File: src/rtl/uart_rx_ctrl.sv
// uart_rx_ctrl - frame controller for the UART receiver.
//
// Sequences the external majority-vote data sampler through one serial frame:
// start bit, DATA_WIDTH data bits (LSB first), an optional parity bit and a
// stop bit. Every bit is judged once, on its last oversample, using the
// sampler's registered result. Good frames are presented on P_DATA with a
// one-cycle data_valid strobe for the RX-side sync FIFO.
//
// Optional feature macro: UART_RX_BREAK_DET_EN
//   defined   -> adds output brk_det, a one-cycle pulse on a break frame
//                (all data bits 0 and stop bit 0, parity ignored)
//   undefined -> no brk_det port; a break shows up only as stop_err
//
// Ports
//   clk          in   RX oversampling clock
//   rst          in   synchronous reset, active-high
//   RX_IN        in   serial line, idle high, already synchronised
//   Prescale     in   oversampling ratio (8, 16 or 32), latched at frame start
//   PAR_EN       in   1 = parity bit follows the data bits, latched at frame start
//   PAR_TYP      in   0 = even, 1 = odd parity, latched at frame start
//   sampled_bit  in   registered majority-vote result from the sampler
//   dat_samp_en  out  sampler enable; low returns the sampler to idle-high
//   edge_cnt     out  oversample index within the current bit
//   P_DATA       out  data of the last good frame
//   data_valid   out  one-cycle strobe, P_DATA just updated
//   par_err      out  parity mismatch on last frame, sticky until next start
//   stop_err     out  stop bit sampled low on last frame, sticky until next start
//   brk_det      out  (UART_RX_BREAK_DET_EN only) break-frame pulse

module uart_rx_ctrl #(
  parameter int DATA_WIDTH = 8
) (
  input  logic                  clk,
  input  logic                  rst,
  input  logic                  RX_IN,
  input  logic [5:0]            Prescale,
  input  logic                  PAR_EN,
  input  logic                  PAR_TYP,
  input  logic                  sampled_bit,
  output logic                  dat_samp_en,
  output logic [4:0]            edge_cnt,
  output logic [DATA_WIDTH-1:0] P_DATA,
  output logic                  data_valid,
  output logic                  par_err,
  output logic                  stop_err
`ifdef UART_RX_BREAK_DET_EN
  ,
  output logic                  brk_det
`endif
);

  localparam int BCW = (DATA_WIDTH > 1) ? $clog2(DATA_WIDTH) : 1;

  typedef enum logic [2:0] {
    IDLE,
    START,
    DATA,
    PARITY,
    STOP
  } rxState_e;

  rxState_e              state_q;
  logic [4:0]            edgeCnt_q;
  logic [4:0]            edgeCnt_d;
  logic [BCW-1:0]        bitCnt_q;
  logic [DATA_WIDTH-1:0] shift_q;
  logic [DATA_WIDTH-1:0] pData_q;
  logic [5:0]            prescale_q;
  logic                  parEn_q;
  logic                  parTyp_q;
  logic                  datSampEn_q;
  logic                  dataValid_q;
  logic                  parErr_q;
  logic                  stopErr_q;
  logic                  bitEnd;
  logic                  lastBit;
  logic                  prescaleOk;
  logic                  expParity;
`ifdef UART_RX_BREAK_DET_EN
  logic                  brkDet_q;
`endif

  // Bit timing and per-bit decisions derived from the current state.
  // bitEnd marks the last oversample of a bit, the only cycle on which the
  // sampler result is trusted; the counter wraps to 0 on that same cycle.
  // Only the three legal ratios may start a frame, so edge_cnt always fits.
  always_comb begin
    bitEnd     = (edgeCnt_q == 5'(prescale_q - 6'd1));
    edgeCnt_d  = bitEnd ? 5'd0 : edgeCnt_q + 5'd1;
    lastBit    = (bitCnt_q == BCW'(DATA_WIDTH - 1));
    prescaleOk = (Prescale == 6'd8) || (Prescale == 6'd16) || (Prescale == 6'd32);
    expParity  = (^shift_q) ^ parTyp_q;
  end

  // Frame FSM with all outputs registered. Configuration is captured on the
  // IDLE->START step so a frame is decoded with one consistent setting even
  // if software reprograms the inputs mid-frame. The sticky error flags are
  // cleared only when a new start is accepted, so they describe the last
  // frame until the next one begins.
  always_ff @(posedge clk) begin
    if (rst) begin
      state_q     <= IDLE;
      edgeCnt_q   <= '0;
      bitCnt_q    <= '0;
      shift_q     <= '0;
      pData_q     <= '0;
      prescale_q  <= 6'd8;
      parEn_q     <= 1'b0;
      parTyp_q    <= 1'b0;
      datSampEn_q <= 1'b0;
      dataValid_q <= 1'b0;
      parErr_q    <= 1'b0;
      stopErr_q   <= 1'b0;
`ifdef UART_RX_BREAK_DET_EN
      brkDet_q    <= 1'b0;
`endif
    end else begin
      dataValid_q <= 1'b0;
`ifdef UART_RX_BREAK_DET_EN
      brkDet_q    <= 1'b0;
`endif
      edgeCnt_q   <= (state_q == IDLE) ? 5'd0 : edgeCnt_d;

      case (state_q)
        IDLE: begin
          if (!RX_IN && prescaleOk) begin
            state_q     <= START;
            datSampEn_q <= 1'b1;
            prescale_q  <= Prescale;
            parEn_q     <= PAR_EN;
            parTyp_q    <= PAR_TYP;
            parErr_q    <= 1'b0;
            stopErr_q   <= 1'b0;
          end
        end

        // A start bit that reads back high was a line glitch: drop it quietly.
        START: begin
          if (bitEnd) begin
            if (sampled_bit) begin
              state_q     <= IDLE;
              datSampEn_q <= 1'b0;
            end else begin
              state_q  <= DATA;
              bitCnt_q <= '0;
            end
          end
        end

        DATA: begin
          if (bitEnd) begin
            shift_q[bitCnt_q] <= sampled_bit;
            bitCnt_q          <= bitCnt_q + 1'b1;
            if (lastBit) begin
              state_q <= parEn_q ? PARITY : STOP;
            end
          end
        end

        PARITY: begin
          if (bitEnd) begin
            parErr_q <= (sampled_bit != expParity);
            state_q  <= STOP;
          end
        end

        // The frame is published only when both parity and stop bit are good.
        STOP: begin
          if (bitEnd) begin
            stopErr_q   <= ~sampled_bit;
            state_q     <= IDLE;
            datSampEn_q <= 1'b0;
            if (!parErr_q && sampled_bit) begin
              pData_q     <= shift_q;
              dataValid_q <= 1'b1;
            end
`ifdef UART_RX_BREAK_DET_EN
            brkDet_q <= (shift_q == '0) && !sampled_bit;
`endif
          end
        end

        default: begin
          state_q     <= IDLE;
          datSampEn_q <= 1'b0;
        end
      endcase
    end
  end

  assign dat_samp_en = datSampEn_q;
  assign edge_cnt    = edgeCnt_q;
  assign P_DATA      = pData_q;
  assign data_valid  = dataValid_q;
  assign par_err     = parErr_q;
  assign stop_err    = stopErr_q;
`ifdef UART_RX_BREAK_DET_EN
  assign brk_det     = brkDet_q;
`endif

endmodule

File: config.mk
export PLATFORM = sky130hd
export DESIGN_NAME = uart_rx_ctrl
export DESIGN_NICKNAME = d
export VERILOG_FILES = /design/src/rtl/uart_rx_ctrl.sv
export SDC_FILE = /design/constraint.sdc
export NUM_CORES = 1
export LEC_CHECK = 0
export BUFFER_PORTS_ARGS = -buffer_cell sky130_fd_sc_hd__buf_2
export CELL_PAD_IN_SITES_DETAIL_PLACEMENT = 1
export CELL_PAD_IN_SITES_GLOBAL_PLACEMENT = 2
export CORE_UTILIZATION = 38
export CTS_CLUSTER_SIZE = 14
export DETAILED_ROUTE_END_ITERATION = 12
export GPL_ROUTABILITY_DRIVEN = 0
export HOLD_SLACK_MARGIN = 0.1
export MAX_ROUTING_LAYER = met4
export PLACE_DENSITY = 0.9
export SETUP_SLACK_MARGIN = 0.4
export SYNTH_ARGS = -nofsm -noshare
export SYNTH_HDL_FRONTEND = slang
export SYNTH_SLANG_ARGS = --single-unit
File: constraint.sdc
create_clock -name clk -period 4.4 [get_ports clk]
set_input_delay 0 -clock clk [delete_from_list [all_inputs] [get_ports clk]]
set_output_delay 0 -clock clk [all_outputs]
set_load 0.02 [all_outputs]
==> flow_summary_export.csv, run 1 <==
group,metric,value,unit
clock_network,tritoncts_clock_tree,"built",
logic_synthesis,synth.lib_cells_used.distinct,48,
sta,timing.final.setup_violations,0,
sta,timing.final.max_slew_violations,0,
logic_synthesis,syn-mean-instance-area,9.824,sq um
detailed_routing,ant_nets,0,
worst_setup_path,cpMaxStageDelayCell,"a2111oi_2",
sta,tns,0,ns
worst_setup_path,critical_path.cell_chain,"inv_1, ha_1, xor2_2, o211ai_4, a2111oi_2, nor4bb_1, mux2i_1",
finish,layout-drive-gt1-share,20.35,%
finish,layout.area.seq,760.7,sq um
detailed_routing,drc,0,
run,maxcap_violations,0,
detailed_routing,detail_route.wl_per_cell,13.97,um
sta,worst-slew-pin-transition,0.9758,ns
clock_network,inserted_clock_buffers,5,
logic_synthesis,number_of_instances_in_the_synthesized_netlist,202,
clock_network,clock_tree.buffer_depth,2,
detailed_routing,postRouteWirelength,4163,um
worst_setup_path,cpPeakStageDelay,0.90,ns
finish,layout.cells.most_common,"dfxtp_1",
floorplan,fp.dieArea,5515,sq um
worst_setup_path,timing.critical_path.from_type,"register",
finish,filler_cells,586,
global_route,antenna_violations_before_repair,0,
logic_synthesis,ys_seq_area_share,38.34,%
global_route,grt.total_usage,17.01,%
sta,final_hold_viol_count,0,
worst_setup_path,cp_max_fo,11,
placement,port_buffers,28,
logic_synthesis,ys_seq_elements,38,
sta,timing.fmax,373.1,MHz
pwr,p_leak,0.8911,nW
sta,period_minus_slack,2.680,ns
pwr,ir_worst_vdd,148.3,uV
logic_synthesis,post_synth_instance_area,1984,sq um
finish,multiInputGateArea,1144,sq um
pwr,cellPowerDensity,324.5,nW/um^2
global_route,global_route_wire_length_before_repair,6879,um
clock_network,ctsResizeCount,0,
floorplan,core,4880,sq um
finish,final_cells,298,
floorplan,die_span_in_y,74.27,um
clock_network,cts.hold.buffers_added,5,
logic_synthesis,ys.warnings.count,0,
finish,nets,246,
floorplan,fp.dieW,74.27,um
sta,final.period_utilization,60.92,%
finish,area_overhead_of_the_layout_relative_to_synthesis,15.70,%
clock_network,cts_max_level,2,
global_route,via_count_of_the_first_global_routing_pass,1427,
placement,placed_cells_incl_taps,285,
sta,unrepaired_setup_endpoints_after_global_routing,"no",
clock_network,clock_latency,0.29,ns
finish,layout_common_cells,"38 x dfxtp_1, 28 x buf_2, 22 x mux2i_1, 20 x nor2_1, 15 x nand2b_1",
clock_network,numClockSinks,38,
clock_network,cts_root_buffer,"clkbuf_8",
clock_network,postCtsSetupBuffers,0,
min_path,min_path_type,"in -> reg",
sta,slew-limit-headroom,34.82,%
detailed_routing,drt-initial-drc-count,37,
floorplan,fp-row-count,25,
worst_setup_path,worstPathRequired,4.62,ns
detailed_routing,detail_route.vias_per_cell,5.037,
global_route,grt_overflow_total,0,
worst_setup_path,type_of_destination_of_the_critical_path,"register",
global_route,maximum_number_of_pins_on_one_net_before_global_route_repair,38,
placement,dpl.hpwl,2870,um
clock_network,clk_transition_reported_paths,0.08,ns
detailed_routing,detailroute.via_count,1501,
floorplan,start_util,40.67,%
sta,timing.clock.skew,0.01015,ns
logic_synthesis,mappedNetlistNets,218,
finish,insertedDiodeCount,0,
worst_setup_path,critPathKind,"reg -> reg",
floorplan,boundaryPins,29,
run_status,status,"finished, final reports clean",
worst_setup_path,worst-endpoint-arrival,2.90,ns
detailed_routing,drt_pass1_iterations,4,
==> Yosys cell counts (all sizes together) <==
cell | instances | share of area (%)
o31ai | 3 | 1.1
or4 | 1 | 0.38
and4bb | 2 | 1.3
nand4b | 4 | 1.8
a311oi | 1 | 0.44
and2 | 3 | 0.95
and3 | 1 | 0.32
xor2 | 5 | 3.0
o21ai | 2 | 0.50
o2bb2ai | 1 | 0.76
nand2 | 7 | 1.3
nor3 | 5 | 1.3
o221ai | 1 | 0.76
clkbuf | 8 | 1.5
or3 | 3 | 0.95
nand3 | 3 | 0.76
a31oi | 1 | 0.32
a22oi | 1 | 0.38
nor2b | 2 | 0.63
mux2 | 1 | 0.57
buf | 4 | 1.4
o211ai | 2 | 1.5
o21bai | 1 | 0.38
nor4bb | 1 | 0.50
a211oi | 1 | 0.63
nand2b | 15 | 4.7
o311ai | 1 | 0.44
nor4 | 1 | 0.32
ha | 4 | 2.5
inv | 6 | 1.1
nand4 | 2 | 0.63
dfxtp | 38 | 38
nor2 | 21 | 4.4
a21oi | 7 | 1.8
a2111oi | 2 | 2.1
nand3b | 1 | 0.38
a211o | 3 | 1.3
mux2i | 22 | 11
xnor2 | 15 | 7.6
==> power by group <==
part	internal [mW]	leakage [nW]	switching (mW)
sequential	0.354	0.306	0.0196
combinational	0.0488	0.538	0.0668
clock	0.126	0.0472	0.130
==> layout make-up <==
| class | count | share of cell area, % |
|---|---|---|
| Multi-Input combinational cell | 146 | 49.81 |
| Tap cell | 67 | 3.651 |
| Sequential cell | 38 | 33.13 |
| Clock inverter | 2 | 0.5450 |
| Inverter | 6 | 0.9809 |
| Clock buffer | 6 | 3.597 |
| Timing Repair Buffer | 33 | 8.283 |
==> sequential cells by signal (all words and copies together), names as in the netlist <==
name / cells
prescale_q: 5
data_valid: 1
shift_q: 8
edge_cnt: 5
parEn_q: 1
bitCnt_q: 3
parTyp_q: 1
stop_err: 1
dat_samp_en: 1
P_DATA: 8
par_err: 1
state_q: 3
==> logic make-up (layout without fill, tap and decap cells) <==
logic type	Yosys count	count (layout)	share of synthesized area, %
buffers and inverters	18	47	4.035
xor gates and xnor gates	20	20	10.53
AOI/OAI and AO/OA	27	27	12.42
adders and majority gates	4	4	2.522
muxes	23	23	11.66
DFF	38	38	38.34
and+or+nand+nor	72	72	20.49
==> path summary, 6_finish.rpt <==
path | from | to | slack, ns | cells past startpoint
setup / recovery | prescale_q[0]$_SDFFE_PP0P_ | shift_q[2]$_SDFFE_PP0P_ | 1.72 | 7
hold / removal | rst | parEn_q$_SDFFE_PP0P_ | 0.19 | 2
setup reg to reg | prescale_q[0]$_SDFFE_PP0P_ | shift_q[2]$_SDFFE_PP0P_ | 1.72 | 7
hold reg to reg | dat_samp_en$_SDFFE_PP0P_ | dat_samp_en$_SDFFE_PP0P_ | 0.48 | 2
==> per-stage QoR <==
stage	util [%]	power (mW)	worst slack, ns	hold WS (ns)	instance area (sq um)
finish	47.05	0.7451	1.720	0.1947	2296
CTS	47.05	0.7523	1.694	0.2077	2296
global placement	44.08	0.4909	1.816	0.2323	2151
detailed placement	44.08	0.4940	1.692	0.2390	2151
floorplan	-	0.4723	2.338	0.1439	1984
global route	47.05	0.7799	1.507	0.2289	2296
==> per-layer routing <==
layer	track usage (%)	vias to the layer above	part of all wire [%]
met5	-	-	0
li1	-	760	-
met4	5.660	0	1.2
met2	26.36	22	45
met1	21.93	713	50
met3	3.794	6	3.1
==> worst max-delay path: cells and delay by family (launching register included) <==
kind / cells / cell delay, ns
and+or+nand+nor: 1 / 0.36
buffers and inverters: 1 / 0.07
AOI/OAI and AO/OA: 2 / 1.04
DFF: 1 / 0.41
adders and majority gates: 1 / 0.32
xor gates and xnor gates: 1 / 0.18
muxes: 1 / 0.24
Note: power is estimated with default switching activity, not from simulation.
==> run 2, diff against run 1 <==
--- a/config.mk
+++ b/config.mk
@@ -5,16 +5,17 @@
 export SDC_FILE = /design/constraint.sdc
 export NUM_CORES = 1
 export LEC_CHECK = 0
+export ABC_AREA = 1
 export BUFFER_PORTS_ARGS = -buffer_cell sky130_fd_sc_hd__buf_2
 export CELL_PAD_IN_SITES_DETAIL_PLACEMENT = 1
 export CELL_PAD_IN_SITES_GLOBAL_PLACEMENT = 2
-export CORE_UTILIZATION = 38
+export CORE_UTILIZATION = 31
 export CTS_CLUSTER_SIZE = 14
 export DETAILED_ROUTE_END_ITERATION = 12
 export GPL_ROUTABILITY_DRIVEN = 0
 export HOLD_SLACK_MARGIN = 0.1
 export MAX_ROUTING_LAYER = met4
-export PLACE_DENSITY = 0.9
+export PLACE_DENSITY = 0.86
 export SETUP_SLACK_MARGIN = 0.4
 export SYNTH_ARGS = -nofsm -noshare
 export SYNTH_HDL_FRONTEND = slang
==> constraint.sdc (replaced) <==
create_clock -name clk -period 2.58 [get_ports clk]
set_input_delay 0 -clock clk [delete_from_list [all_inputs] [get_ports clk]]
set_output_delay 0 -clock clk [all_outputs]
set_load 0.02 [all_outputs]
==> flow_summary_export.csv, run 2 <==
group,metric,value,unit
logic_synthesis,synth.lib_cells_used.distinct,29,
pwr,cellPowerDensity,642.7,nW/um^2
clock_network,clock_latency,0.29,ns
global_route,via_count_of_the_first_global_routing_pass,2122,
placement,post-place-ws,0.5851,ns
placement,port_buffers,28,
logic_synthesis,post-synth-top-area-cell,"dfxtp_1",
logic_synthesis,synthTopCellsByArea,"dfxtp_1 35%, nand2_1 16%, nor2_1 9.1%, inv_1 5.4%, a21oi_1 4.7%",
sta,timing.final.max_slew_violations,0,
finish,nets,377,
floorplan,die_span_in_y,85.15,um
global_route,global_route_wire_length_before_repair,9894,um
worst_setup_path,critPathBufInv,2,
detailed_routing,ant_nets,0,
floorplan,core,6495,sq um
sta,tns,0,ns
clock_network,inserted_clock_buffers,5,
clock_network,clock_tree.buffer_depth,2,
floorplan,boundaryPins,29,
logic_synthesis,flip_flop_cell_with_the_highest_count_after_synthesis,"dfxtp_1",
clock_network,tritoncts_clock_tree,"built",
global_route,maximum_number_of_pins_on_one_net_before_global_route_repair,20,
worst_setup_path,cpLargestDelayFamily,"simple AND/OR/NAND/NOR gates",
global_route,grt.total_usage,17.53,%
logic_synthesis,post_synth_xor_area_fraction,2.452,%
floorplan,start_util,33.00,%
logic_synthesis,synth_mux_area_share,0,%
detailed_routing,drt-initial-drc-count,66,
logic_synthesis,ys_seq_elements,38,
sta,layout_setup_ws,0.6624,ns
floorplan,fp-row-count,29,
sta,holdWs,0.08860,ns
sta,unrepaired_setup_endpoints_after_global_routing,"no",
placement,placed_cells_incl_taps,421,
logic_synthesis,synthTopCellsByCount,"94 x nand2_1, 52 x nor2_1, 38 x dfxtp_1",
finish,multiInputGateArea,1180,sq um
detailed_routing,detailroute.via_count,2085,
worst_setup_path,worstPathRequired,2.82,ns
logic_synthesis,syn-mean-instance-area,6.595,sq um
finish,area_overhead_of_the_layout_relative_to_synthesis,20.08,%
placement,dpl.hpwl,4137,um
worst_setup_path,ff2ff_setup_slack,0.66,ns
worst_setup_path,cpMaxStageDelayCell,"dfxtp_1",
worst_setup_path,cp_max_fo,17,
clock_network,cts_root_buffer,"clkbuf_8",
finish,layout.cells.most_common,"nand2_1",
detailed_routing,detail_route.vias_per_cell,4.749,
detailed_routing,postRouteWirelength,5660,um
min_path,min_path_type,"in -> reg",
detailed_routing,detail_route.wl_per_cell,12.89,um
logic_synthesis,post_synth_instance_area,2143,sq um
sta,final_hold_viol_count,0,
logic_synthesis,synthArstFlopShare,0,%
logic_synthesis,synth-edff-count,0,
clock_network,numClockSinks,38,
worst_setup_path,cp_common_cell,"nand2_1",
finish,layout.area.seq,760.7,sq um
clock_network,clk_transition_reported_paths,0.09,ns
sta,timing.final.setup_violations,0,
sta,timing.clock.skew,0.007855,ns
floorplan,fp.dieW,85.15,um
finish,final_cells,439,
global_route,antenna_violations_before_repair,0,
pwr,p_leak,1.210,nW
logic_synthesis,number_of_instances_in_the_synthesized_netlist,325,
logic_synthesis,ys_seq_area_share,35.49,%
detailed_routing,wl_met2,2816,um
detailed_routing,top_layer,"met4",
logic_synthesis,synth_adder_area_share,2.335,%
run,maxcap_violations,0,
sta,timing.fmax,521.5,MHz
finish,insertedDiodeCount,0,
logic_synthesis,yosys.cell_count.top_type,"nand2_1",
logic_synthesis,simple_gate_share_of_the_synthesized_area,42.73,%
sta,period_minus_slack,1.918,ns
finish,layout.core_utilization,39.63,%
logic_synthesis,top_cell_type_s_share_of_synthesized_area,35.49,%
worst_setup_path,worst-endpoint-arrival,2.16,ns
logic_synthesis,ys.warnings.count,0,
detailed_routing,drc,0,
worst_setup_path,critical_path.cell_chain,"inv_2, ha_1, nand2_1, nand2_1, nor2_4, nand2_2, nor2_4, buf_12, nand4_4, nand2_1, nand2_1, nor2_1",
finish,filler_cells,866,
logic_synthesis,mappedNetlistNets,341,
detailed_routing,routedLengthMet1,2701,um
sta,final.period_utilization,74.33,%
pwr,ir_worst_vdd,243.2,uV
global_route,grt_overflow_total,0,
logic_synthesis,compound_cell_area_share_of_the_yosys_netlist,7.531,%
sta,worst-slew-pin-transition,0.6365,ns
finish,layout-drive-gt1-share,18.78,%
worst_setup_path,type_of_destination_of_the_critical_path,"register",
detailed_routing,drt_pass1_iterations,4,
logic_synthesis,dominant_combinational_cell_family_by_area_after_synthesis,"simple AND/OR/NAND/NOR gates",
worst_setup_path,cpPeakStageDelay,0.35,ns
finish,layout_common_cells,"94 x nand2_1, 52 x nor2_1, 38 x dfxtp_1, 31 x inv_1, 28 x buf_2",
floorplan,fp.dieArea,7251,sq um
worst_setup_path,critPathKind,"reg -> reg",
worst_setup_path,timing.critical_path.from_type,"register",
detailed_routing,wl_met3,88,um
run_status,status,"finished, final reports clean",
sta,slew-limit-headroom,57.30,%
clock_network,cts_max_level,2,
run 2: cell types whose count changed in the layout (fill, tap and decap cells not counted), sizes merged, moves of 15 or more:
cell	change
a21oi	+16
inv	+32
nor2	+38
mux2i	-22
nand2	+92
nand2b	-15
run 2: area by class of cell:
| class | instances | share of cell area (%) |
|---|---|---|
| clock inverters | 3 | 2.674 |
| multi-input cells | 239 | 45.84 |
| repair buffers | 38 | 9.820 |
| inverters | 39 | 5.688 |
| clock buffers | 5 | 2.674 |
| well taps | 77 | 3.743 |
| flip-flops and latches | 38 | 29.56 |
run 2: repair_timing:
action	in CTS	in global routing
setup buffers	0	5
endpoints found under the hold margin	9	0
resized for setup	0	0
hold buffers	5	0
endpoints found under the setup margin	0	9
run 2: kinds of logic after synthesis:
group,Yosys count
adders and majority gates,4
AOI/OAI and AO/OA,30
xor gates and xnor gates,6
and+or+nand+nor,199
DFF,38
buffers and inverters,48
run 2: final timing paths:
path                                            startpoint                      to  cells after the start
worst max-delay path            prescale_q[0]$_SDFFE_PP0P_  P_DATA[6]$_SDFFE_PP0P_                     12
worst max register to register  prescale_q[0]$_SDFFE_PP0P_  P_DATA[6]$_SDFFE_PP0P_                     12
worst min register to register       parTyp_q$_SDFFE_PP0P_   parTyp_q$_SDFFE_PP0P_                      2
worst min-delay path                                   rst   data_valid$_SDFF_PP0_                      2
run 2: where the power goes:
part	leakage, nW	internal (mW)	switching (mW)
logic	0.835	0.127	0.248
registers	0.307	0.617	0.0374
clock network	0.0683	0.388	0.238
total	1.21	1.13	0.523
run 2: metal layers:
layer | vias up | global-route usage [%]
met1 | 973 | 21.54
met4 | 0 | 3.236
li1 | 1091 | -
met5 | - | -
met3 | 4 | 2.626
met2 | 17 | 30.65
run 2: metrics by stage:
stage / power (mW) / area (sq um)
finish: 1.654 / 2574
global route: 1.754 / 2574
CTS: 1.663 / 2511
detailed placement: 1.034 / 2323
global placement: 1.025 / 2323
floorplan: 0.9432 / 2143
==> run 3, diff against run 2 <==
==> constraint.sdc (replaced) <==
create_clock -name clk -period 1.85 [get_ports clk]
set_input_delay 0 -clock clk [delete_from_list [all_inputs] [get_ports clk]]
set_output_delay 0 -clock clk [all_outputs]
set_load 0.02 [all_outputs]
==> flow_summary_export.csv, run 3 (synthesized netlist as in run 2, its figures left out) <==
group,metric,value,unit
run_status,status,"finished, final reports clean",
global_route,via_count_of_the_first_global_routing_pass,2109,
finish,nets,386,
worst_setup_path,worstRegToRegCells,13,
global_route,antenna_violations_before_repair,0,
run,maxcap_violations,0,
pwr,total_power,2.153,mW
finish,layout-drive-gt1-share,29.38,%
finish,layout.cells.most_common,"nand2_1",
sta,timing.clock.skew,0.005001,ns
finish,area_overhead_of_the_layout_relative_to_synthesis,28.31,%
sta,final.period_utilization,94.10,%
sta,worst-slew-pin-transition,0.5242,ns
global_route,grt_overflow_total,0,
placement,dpl.hpwl,4263,um
min_path,hold_path_depth,4,
sta,unrepaired_setup_endpoints_after_global_routing,"yes",
floorplan,die_span_in_y,85.15,um
clock_network,numClockSinks,38,
clock_network,cts_root_buffer,"clkbuf_8",
sta,layout_setup_ws,0.1091,ns
clock_network,cts_max_level,2,
pwr,cellPowerDensity,783.0,nW/um^2
sta,final_hold_viol_count,0,
detailed_routing,ant_nets,0,
clock_network,tritoncts_clock_tree,"built",
floorplan,fp.dieArea,7251,sq um
clock_network,clock_tree.buffer_depth,2,
detailed_routing,detailroute.via_count,2126,
sta,slew-limit-headroom,65.05,%
floorplan,boundaryPins,29,
placement,port_buffers,28,
floorplan,start_util,33.00,%
floorplan,core,6495,sq um
floorplan,fp.dieW,85.15,um
detailed_routing,drt_pass1_iterations,4,
sta,timing.final.max_slew_violations,0,
global_route,maximum_number_of_pins_on_one_net_before_global_route_repair,18,
detailed_routing,detail_route.vias_per_cell,4.746,
worst_setup_path,worst-endpoint-arrival,1.97,ns
worst_setup_path,worstPathRequired,2.08,ns
worst_setup_path,cp_max_fo,6,
placement,post-place-ws,0.06588,ns
pwr,ir_worst_vdd,377.0,uV
finish,filler_cells,843,
worst_setup_path,type_of_destination_of_the_critical_path,"register",
sta,period_minus_slack,1.741,ns
worst_setup_path,critPathKind,"reg -> reg",
worst_setup_path,timing.critical_path.from_type,"register",
detailed_routing,detail_route.wl_per_cell,13.29,um
finish,layout_common_cells,"80 x nand2_1, 43 x nor2_1, 36 x dfxtp_1, 30 x inv_1, 28 x buf_2",
min_path,min_path_type,"in -> reg",
clock_network,inserted_clock_buffers,5,
finish,insertedDiodeCount,0,
clock_network,clock_latency,0.30,ns
global_route,grt.total_usage,17.69,%
sta,timing.final.setup_violations,0,
detailed_routing,drc,0,
pwr,p_leak,1.261,nW
floorplan,fp-row-count,29,
global_route,global_route_wire_length_before_repair,9777,um
detailed_routing,postRouteWirelength,5952,um
detailed_routing,drt-initial-drc-count,77,
clock_network,clk_transition_reported_paths,0.08,ns
sta,timing.fmax,574.4,MHz
run 3: cell types whose count changed in the layout (fill, tap and decap cells not counted), moves of 2 or more:
cell and change:
buf_4 +7, buf_6 +2, nand3_1 -4, nor2_2 +8, dfxtp_1 -2, dfxtp_2 +2, nor2_1 -9, nand2_4 +2
nand2_2 +11, bufinv_16 -2, nand3_2 +3, nand2_1 -14
run 3: cell type report:
class | instances | area (sq um) | area share (%)
Clock inverter | 2 | 12.51 | 0.4550
Multi-Input combinational cell | 239 | 1306 | 47.50
Tap cell | 77 | 96.34 | 3.503
Sequential cell | 38 | 763.2 | 27.75
Clock buffer | 6 | 82.58 | 3.003
Timing Repair Buffer | 47 | 342.8 | 12.47
Inverter | 39 | 146.4 | 5.323
run 3: where the power goes:
part	leakage (nW)	total [mW]	internal (mW)	switching, mW
Sequential	0.308	0.916	0.860	0.0561
Clock	0.0472	0.620	0.300	0.320
Combinational	0.906	0.617	0.218	0.399
run 3: final timing paths:
check | slack [ns] | startpoint | to
max | 0.11 | prescale_q[0]$_SDFFE_PP0P_ | bitCnt_q[1]$_SDFFE_PP0P_
min | 0.10 | Prescale[5] | parEn_q$_SDFFE_PP0P_
max reg2reg | 0.11 | prescale_q[0]$_SDFFE_PP0P_ | bitCnt_q[1]$_SDFFE_PP0P_
min reg2reg | 0.49 | parTyp_q$_SDFFE_PP0P_ | parTyp_q$_SDFFE_PP0P_
run 3: per-stage QoR:
stage	cells	utilization (%)	cell area (sq um)	hold WS, ns	setup TNS [ns]
floorplan	325	-	2160	0.1132	0
global placement	431	37.18	2415	0.2353	0
detailed placement	431	37.18	2415	0.2441	0
CTS	446	40.36	2621	0.1105	0
global route	448	42.34	2750	0.1142	-0.01099
finish	448	42.34	2750	0.1005	0
run 3: worst max-delay path, stage by stage (launching register included):
cell     delay (ns)
dfxtp_2        0.34
inv_2          0.05
ha_4           0.26
inv_2          0.03
nand2_2        0.05
nand2_2        0.06
nor2_4         0.09
nand2_2        0.06
nor2_4         0.16
buf_6          0.14
nand2_8        0.08
nor2_4         0.16
nand2_2        0.07
a21oi_2        0.11
run 3: routing by layer:
metal  track usage (%)  vias to the layer above  part of all wire [%]  routed length, um
met4             4.314                        0                  0.99                 59
li1                  -                     1115                     -                  -
met5                 -                        -                     0                  0
met1             21.57                      989                    47               2821
met2             29.91                       17                    50               2948
met3             3.599                        5                   2.1                123
run 3: timing repair:
item	CTS	global route
hold buffers	4	0
setup endpoints to repair	31	37
pin swaps	6	12
endpoints found under the hold margin	8	0
resized for setup	6	29
buffers inserted	3	1
cloned	0	1
